==> src/rtl/mul_pkg.sv <==
// Shared types and constants for the iterative multiply unit.
package mul_pkg;

    localparam int MUL_WIDTH = 32;
    localparam int CNT_W     = $clog2(MUL_WIDTH);

    localparam logic MUL_TYPE_MUL  = 1'b0;
    localparam logic MUL_TYPE_LONG = 1'b1;

    typedef enum logic [1:0] {
        IDLE,
        RUN,
        SIGN,
        DONE
    } mul_state_t;

endpackage

==> src/rtl/mul_abs.sv <==
// Combinational conditional two's-complement negate.
module mul_abs #(
    parameter int W = 32
) (
    input  logic [W-1:0] value,
    input  logic         negate,
    output logic [W-1:0] result
);

    assign result = negate ? -value : value;

endmodule

==> src/rtl/mul_unit.sv <==
// Iterative radix-2 shift-add multiplier for MUL, UMULL and SMULL.
module mul_unit
    import mul_pkg::*;
#(
    parameter int WIDTH = MUL_WIDTH
) (
    input  logic             clk,
    input  logic             reset,
    input  logic             start,
    input  logic             opMul,
    input  logic             IsLongMul,
    input  logic             Signed,
    input  logic [WIDTH-1:0] SrcA,
    input  logic [WIDTH-1:0] SrcB,
    output logic             busy,
    output logic             done,
    output logic [WIDTH-1:0] ResultLo,
    output logic [WIDTH-1:0] ResultHi,
    output logic [1:0]       MulFlags
);

    localparam int CW = (WIDTH == MUL_WIDTH) ? CNT_W : $clog2(WIDTH);

    mul_state_t       state;
    logic             long_mode;
    logic             neg;
    logic [WIDTH-1:0] mcand;
    logic [WIDTH-1:0] mplier;
    logic [WIDTH-1:0] abs_a;
    logic [WIDTH-1:0] abs_b;
    logic [2*WIDTH-1:0] acc;
    logic [2*WIDTH-1:0] acc_fin;
    logic [CW-1:0]    cnt;
    logic [WIDTH:0]   sum;
    logic             sgn_in;
    logic             flag_n;
    logic             flag_z;

    assign sgn_in = IsLongMul & Signed;

    mul_abs #(.W(WIDTH)) u_abs_a (
        .value  (SrcA),
        .negate (sgn_in & SrcA[WIDTH-1]),
        .result (abs_a)
    );

    mul_abs #(.W(WIDTH)) u_abs_b (
        .value  (SrcB),
        .negate (sgn_in & SrcB[WIDTH-1]),
        .result (abs_b)
    );

    mul_abs #(.W(2*WIDTH)) u_abs_res (
        .value  (acc),
        .negate (neg),
        .result (acc_fin)
    );

    always_comb begin
        // Carry out of the upper-half add becomes the bit shifted in at the top.
        sum = {1'b0, acc[2*WIDTH-1:WIDTH]} + (mplier[0] ? {1'b0, mcand} : '0);
        if (long_mode == MUL_TYPE_LONG) begin
            flag_n = acc_fin[2*WIDTH-1];
            flag_z = (acc_fin == '0);
        end else begin
            flag_n = acc_fin[WIDTH-1];
            flag_z = (acc_fin[WIDTH-1:0] == '0);
        end
    end

    always_ff @(posedge clk or negedge reset) begin
        if (!reset) begin
            state     <= IDLE;
            busy      <= 1'b0;
            done      <= 1'b0;
            ResultLo  <= '0;
            ResultHi  <= '0;
            MulFlags  <= '0;
            cnt       <= '0;
            acc       <= '0;
            mcand     <= '0;
            mplier    <= '0;
            long_mode <= MUL_TYPE_MUL;
            neg       <= 1'b0;
        end else begin
            case (state)
                IDLE: begin
                    if (start && opMul) begin
                        long_mode <= IsLongMul;
                        neg       <= sgn_in & (SrcA[WIDTH-1] ^ SrcB[WIDTH-1]);
                        mcand     <= abs_a;
                        mplier    <= abs_b;
                        acc       <= '0;
                        cnt       <= '0;
                        busy      <= 1'b1;
                        state     <= RUN;
                    end
                end
                RUN: begin
                    acc    <= {sum, acc[WIDTH-1:1]};
                    mplier <= mplier >> 1;
                    cnt    <= cnt + CW'(1);
                    if (cnt == CW'(WIDTH - 1)) begin
                        state <= SIGN;
                    end
                end
                SIGN: begin
                    ResultLo <= acc_fin[WIDTH-1:0];
                    ResultHi <= (long_mode == MUL_TYPE_MUL) ? '0 : acc_fin[2*WIDTH-1:WIDTH];
                    MulFlags <= {flag_n, flag_z};
                    done     <= 1'b1;
                    state    <= DONE;
                end
                DONE: begin
                    done  <= 1'b0;
                    busy  <= 1'b0;
                    state <= IDLE;
                end
                default: state <= IDLE;
            endcase
        end
    end

endmodule
==> config.mk <==
export PLATFORM = sky130hd
export DESIGN_NAME = mul_unit
export DESIGN_NICKNAME = d
export VERILOG_FILES = /design/src/rtl/mul_pkg.sv /design/src/rtl/mul_abs.sv /design/src/rtl/mul_unit.sv
export SDC_FILE = /design/constraint.sdc
export NUM_CORES = 1
export LEC_CHECK = 0
export ABC_CLOCK_PERIOD_IN_PS = 3500
export CAP_MARGIN = 40
export CORE_MARGIN = 4
export CORE_UTILIZATION = 60
export CTS_BUF_LIST = sky130_fd_sc_hd__clkbuf_8
export DETAILED_ROUTE_END_ITERATION = 6
export PLACE_DENSITY = 0.88
export SLEW_MARGIN = 30
export SYNTH_ARGS = -nofsm -noshare
export SYNTH_HDL_FRONTEND = slang
export SYNTH_SLANG_ARGS = --single-unit
==> constraint.sdc <==
create_clock -name clk -period 3.5 [get_ports clk]
set_input_delay 0.525 -clock clk [delete_from_list [all_inputs] [get_ports clk]]
set_output_delay 0.525 -clock clk [all_outputs]
set_load 0.03 [all_outputs]
==> results of run 1 <==
-- sequential cells by signal, indices dropped and copies added (netlist names), 2 cells and up --
register and count:
mplier 32, mcand 32, MulFlags 2, acc 64, ResultHi 32, ResultLo 32
state 2, cnt 5
-- synthesized netlist by cell type (21+ instances only) --
library cell | number | share of area
dfrtp_1 | 205 | 0.39
nand2_1 | 134 | 0.038
o21ai_0 | 133 | 0.050
nor2_1 | 97 | 0.027
clkbuf_1 | 94 | 0.027
a21oi_1 | 84 | 0.032
xor2_1 | 84 | 0.056
xnor2_1 | 56 | 0.037
ha_1 | 43 | 0.041
a22o_1 | 36 | 0.024
and2_1 | 36 | 0.017
nor3_1 | 32 | 0.012
a22oi_1 | 31 | 0.018
inv_1 | 30 | 0.0085
o2bb2ai_1 | 29 | 0.019
nand3_1 | 27 | 0.010
o31ai_1 | 26 | 0.015
or3_1 | 25 | 0.012
nor4_1 | 24 | 0.011
nand4_1 | 21 | 0.0099
o41ai_1 | 21 | 0.014
-- final timing paths --
path,end,slack [ps]
worst min-delay path,acc[29],50
worst min register to register,mcand[18],470
max in group asynchronous,ResultLo[12],2650
worst max register to register,MulFlags[0],220
worst max-delay path,MulFlags[0],220
min in group clk,mcand[18],470
-- power breakdown --
part           total (mW)  switching [mW]  internal, mW
combinational        7.90            4.73          3.17
sequential           4.02           0.749          3.27
clock                2.05           0.947          1.10
total                14.0            6.42          7.54
-- layer usage --
layer | global-route usage | vias to the layer above | wire length [um]
li1 | - | 5770 | -
met1 | 0.385 | 5791 | 15300
met2 | 0.453 | 483 | 16600
met3 | 0.0382 | 89 | 2120
met4 | 0.109 | 0 | 1080
met5 | 0 | - | 0
-- through the flow --
stage / cell area (um^2) / hold slack (ps) / utilization
after floorplan: 13200 / 229 / -
after global placement: 15100 / 455 / 0.694
after detailed placement: 15100 / 467 / 0.695
after CTS: 15800 / 44.1 / 0.725
after global routing: 15800 / 87.9 / 0.726
final: 15800 / 48.1 / 0.726
-- layout make-up --
| class | instances | area (um^2) | share of cell area |
|---|---|---|---|
| clock inverters | 14 | 60.1 | 0.00380 |
| multi-input cells | 1148 | 7600 | 0.481 |
| clock buffers | 43 | 592 | 0.0375 |
| flip-flops and latches | 205 | 5130 | 0.325 |
| well taps | 280 | 350 | 0.0222 |
| repair buffers | 203 | 1940 | 0.123 |
| inverters | 31 | 116 | 0.00737 |
-- timing repair --
action	CTS	global route
hold buffers	0	0
gates resized for setup	0	4
endpoints found under the setup margin	0	2
-- cells by family after synthesis --
kind of cell | Yosys count | synth area share
fa+ha+maj | 44 | 0.0421
simple gates | 480 | 0.186
buf+inv | 142 | 0.0414
flops | 205 | 0.387
compound gates | 471 | 0.240
mux | 13 | 0.0105
xor+xnor | 140 | 0.0926
-- worst max-delay path, cell delays in order, from the launching register on --
cell and delay [ps]:
dfrtp_1 430, inv_1 120, ha_1 180, or3b_2 510, nor4_1 320, buf_4 260, nand4_1 130, nor2_1 150
or4b_2 590, a32oi_1 260, nand4_1 110, o21ai_1 130
==> run metrics, run 1 <==
status=completed; Crit path arrival time=3720 ps; Critical Path Source=acc[1]; TritonRoute pass-1 iters=6; syn_nets=1609; Core ar.=0.0218 mm^2; Total Power=14.0 mW; clk_lat worst skew=530 ps; Post-Route WL=35100 um; post-layout minimum cycle time=3280 ps; Gate Count Post-Synth=1495; Max Cap Viol=0; total CTS buffers=36; Post-CTS Setup Inserts=0; Slew HR=0.501; vias in the first global route=11.5k; Worst Skew=39.2 ps; Final nets=1739; H-tree levels=2; Chip Width=157 um; Worst Setup Slack, final=218 ps; Placed Cells=1867; fillers=1673; synthesized cell area=0.0132 mm^2; Fmax achieved=0.305 GHz; maximum vdd drop=0.440 mV; sequential fraction of the synthesis area=0.387; P per Cell Area=885 mW/mm^2; TritonCTS clock tree=done; die area=0.0245 mm^2; antenna-violating nets left=0; IO Pins=138; first-pass GRT wire length=56700 um; reg2reg path depth=11; Area Growth Syn to Fin=19.2%; Port Buffers=137; clock buffer depth=3; GRT Residual Overflow=0; Required @ worst endpoint=3930 ps; leading cell type in the layout, fill and taps excluded=dfrtp_1; Die H=157 um; largest net degree at the start of global routing=88; vias per inst=6.31; gpl congestion=0.983; YS warnings=0; static leakage=6.90 nW; # clock sinks=205; Tot GR Track Use=0.280; Final Max Tran Viols=0; pre-CTS setup slack=142 ps; fin cells=1924; ANT cells=0; Post-DP HPWL=25700 um; setup TNS=0 ps; Root Buffer=clkbuf_8; Max FO, Critical Path=11; mean post-synth cell area=8.86 um^2; Final Cycle Share=0.938; Post-synth ARST share=1.00; Initial Utilization=0.609; row count=54; Reg clk slew, reported paths=70 ps; drt wl/cell=18.2 um; DRT iter0 DRCs=1059; final setup fails=0; Post-synth EDFFs=0; Worst Tran Pin Value=748 ps; commonest non-fill, non-tap cells in the layout=204 x dfrtp_1, 136 x clkdlybuf4s50_1, 134 x nand2_1, 133 x o21ai_0, 97 x nor2_1; final hold viol count=0; initial antenna violation count=0; critical path class=reg2reg; share of cells above drive strength 1=0.0888; worst hold path type=in2async; RSZ-0062 raised after global routing=no; Most used DFF post-synth=dfrtp_1; Worst Setup Start Kind=flop; Cell variety after synth=79; Via Count=12.1k; r2r startpoint=acc[1]; Post-route DRC=0; Crit. End Element=flop; flops & latches, synth=205
No activity file was read; power rests on OpenSTA's default activity.
==> inputs of run 2 (changes only) <==
ABC_CLOCK_PERIOD_IN_PS = 4200   (was 3500)
CTS_CLUSTER_DIAMETER = 150   (was default)
SLEW_MARGIN = 20   (was 30)
clock period = 4.2 ns   (was 3.5 ns; I/O delays follow)
==> run 2 against run 1 <==
  * Worst hold slack gained 110 ps
  * Via count is 0.70% lower
  * Die area unchanged
  * Non-clock buffer count fell by 45
  * First-iteration DRC count grew 15%
  * Clock skew decreased by 24 ps
  * Count of clock-buffer cells in the layout grew 1
  * Utilization is 1.5 points lower
  * Worst setup slack gained 370 ps
  * Highest routed layer unchanged
==> run metrics, run 2 (synthesis results as in run 1) <==
Port Buffers=137 (unchanged); M3 GR Usage=0.0407 (+0.00249); drt wl/cell=18.5 um (+1.5%); die area=0.0245 mm^2 (unchanged); Largest stage delay, worst path=770 ps (+180 ps); number of gates resized after CTS=0 (unchanged); internal cell power=6.06 mW (-20%); Via Count=12.0k (-0.70%); Post-DP HPWL=24900 um (-2.8%); setup TNS=0 ps (unchanged); Clock power frac=0.161 (+0.014); commonest non-fill, non-tap cells in the layout=204 x dfrtp_1, 136 x clkdlybuf4s50_1, 134 x nand2_1, 133 x o21ai_0, 97 x nor2_1; clk_lat worst skew=530 ps (about the same); Crit. End Element=flop; Worst Tran Pin Value=764 ps (+15.7 ps); Worst Skew=15.7 ps (-23.6 ps); max FFs per register=64 (unchanged); first-pass GRT wire length=56800 um (+0.14%); Crit path arrival time=4020 ps (+300 ps); clock buffer depth=3 (unchanged); met2 Use GR=0.457 (+0.00450); Post-route DRC=0 (unchanged); Root Buffer=clkbuf_8; Area Growth Syn to Fin=16.8%; hold_ws=160 ps (+112 ps); fillers=1681 (+0.48%); Post-Route WL=34900 um (-0.74%); gr busiest metal=met2; critical path class=reg2reg; worst hold path type=in2async; Initial Utilization=0.609 (unchanged); Die H=157 um (unchanged); Critical Path Source=mplier[0]; Chip Width=157 um (unchanged); status=completed; Fmax achieved=0.277 GHz (-9.2%); H-tree levels=2 (unchanged); Layout Utilization=0.711 (-0.0147); maximum vdd drop=0.347 mV (-21%); P per Cell Area=732 mW/mm^2 (-17%); TritonCTS clock tree=done; Final nets=1693 (-2.6%); Logic pwr share=0.530 (-0.036); final setup fails=0 (unchanged); Slew HR=0.491 (-0.0105); total CTS buffers=35 (-2.8%); RSZ-0062 raised after global routing=no; post-layout minimum cycle time=3620 ps (+333 ps); r2r startpoint=mplier[0]; initial antenna violation count=0 (unchanged); switching power=5.26 mW (-18%); TritonRoute pass-1 iters=6 (unchanged); vias per inst=6.40 (+1.5%); most flop-heavy register=acc; Layout Cell Area excl Fill=0.0155 mm^2 (-2.0%); switching fraction of total power=0.465 (+0.00501); sequential share of power=0.310 (+0.022); area post-placement=0.0148 mm^2 (-2.4%); critical path capture point=acc[59]; final hold viol count=0 (unchanged); antenna-violating nets left=0 (unchanged); r2r setup slk=580 ps (+370 ps); Final Max Tran Viols=0 (unchanged); largest net degree at the start of global routing=105 (+19%); Tot GR Track Use=0.278 (-0.00180); DRT iter0 DRCs=1221 (+15%); # clock sinks=205 (unchanged); Post-CTS Setup Inserts=0 (unchanged); FF-to-FF End=acc[59]; GRT Residual Overflow=0 (unchanged); ANT cells=0 (unchanged); Final Cycle Share=0.861 (-0.0770); vias in the first global route=11.6k (+0.61%); Max Cap Viol=0 (unchanged); leading cell type in the layout, fill and taps excluded=dfrtp_1; IO Pins=138 (unchanged); Core ar.=0.0218 mm^2 (unchanged); reg2reg path depth=10 (-1); Worst Setup Start Kind=flop; static leakage=6.69 nW (-3.0%); Max FO, Critical Path=33 (+22); Required @ worst endpoint=4610 ps (+680 ps); Hold-fix buffers, CTS=0 (unchanged); Slowest-stage cell, CP=dfrtp_1; Reg clk slew, reported paths=60 ps (about the same); critical-path cell list=and2_1 > ha_1 > a21o_1 > a21oi_1 > nor3b_1 > a211oi_1 > nor4_1 > nor3_1 > or3_1 > a32o_1; gpl congestion=0.940 (-4.4%); share of cells above drive strength 1=0.0649 (-0.0239); grt met1 use=0.374 (-0.0114); row count=54 (unchanged)
==> run 2: changes by cell type in the layout (fill, tap and decap cells not counted) <==
cell        change
a2111oi_0       +2
a2111oi_1       -1
a2111oi_2       -1
buf_12          -3
buf_4          -44
buf_8           +2
bufinv_16       +1
clkbuf_8        +1
clkinv_2        +2
clkinvlp_4      +1
inv_1           -2
nor4_1          +1
nor4_2          -1
==> run 2: through the flow <==
stage	std cells	total power [mW]	setup WS (ps)
after floorplan	1495	7.48	1030
after global placement	1819	9.14	756
after detailed placement	1822	9.39	624
after CTS	1882	11.3	613
after global routing	1882	12.0	209
final	1882	11.3	585
==> run 2: layer usage <==
layer | part of all wire | vias up | routed length (um)
li1 | - | 5667 | -
met1 | 0.42 | 5739 | 14600
met2 | 0.47 | 533 | 16600
met3 | 0.073 | 109 | 2550
met4 | 0.033 | 0 | 1160
met5 | 0 | - | 0
==> run 2: area by class of cell <==
cell class                      count  area, um^2  area share
Timing Repair Buffer              158        1580       0.102
Sequential cell                   205        5130       0.332
Inverter                           31         116     0.00752
Clock inverter                     16         100     0.00647
Multi-Input combinational cell   1148        7580       0.490
Clock buffer                       44         606      0.0391
Tap cell                          280         350      0.0226
==> run 2: worst min-delay path by stage <==
stage              endpoint  cells past startpoint       from  slack (ps)
2_1_floorplan   MulFlags[0]                      0      reset         330
6_report       ResultLo[22]                      1      reset         160
3_5_place_dp      mcand[30]                      2  mcand[30]         460
5_1_grt        ResultLo[22]                      1      reset         220
3_3_place_gp      mcand[26]                      2  mcand[26]         450
4_1_cts        ResultLo[22]                      1      reset         190
==> run 2: worst max-delay path: cells and delay by family, from the launching register on <==
| kind | cells | cell delay, ps |
|---|---|---|
| DFF | 1 | 770 |
| and+or+nand+nor | 5 | 1550 |
| adders and majority gates | 1 | 300 |
| AOI/OAI and AO/OA | 4 | 870 |
==> run 2: power groups by stage <==
stage	Clock [mW]	Combinational, mW	Sequential (mW)
2_1_floorplan	0	3.78	3.71
3_3_place_gp	0	5.68	3.46
3_5_place_dp	0	5.88	3.51
4_1_cts	1.85	5.93	3.48
5_1_grt	1.94	6.50	3.60
6_report	1.82	5.99	3.50
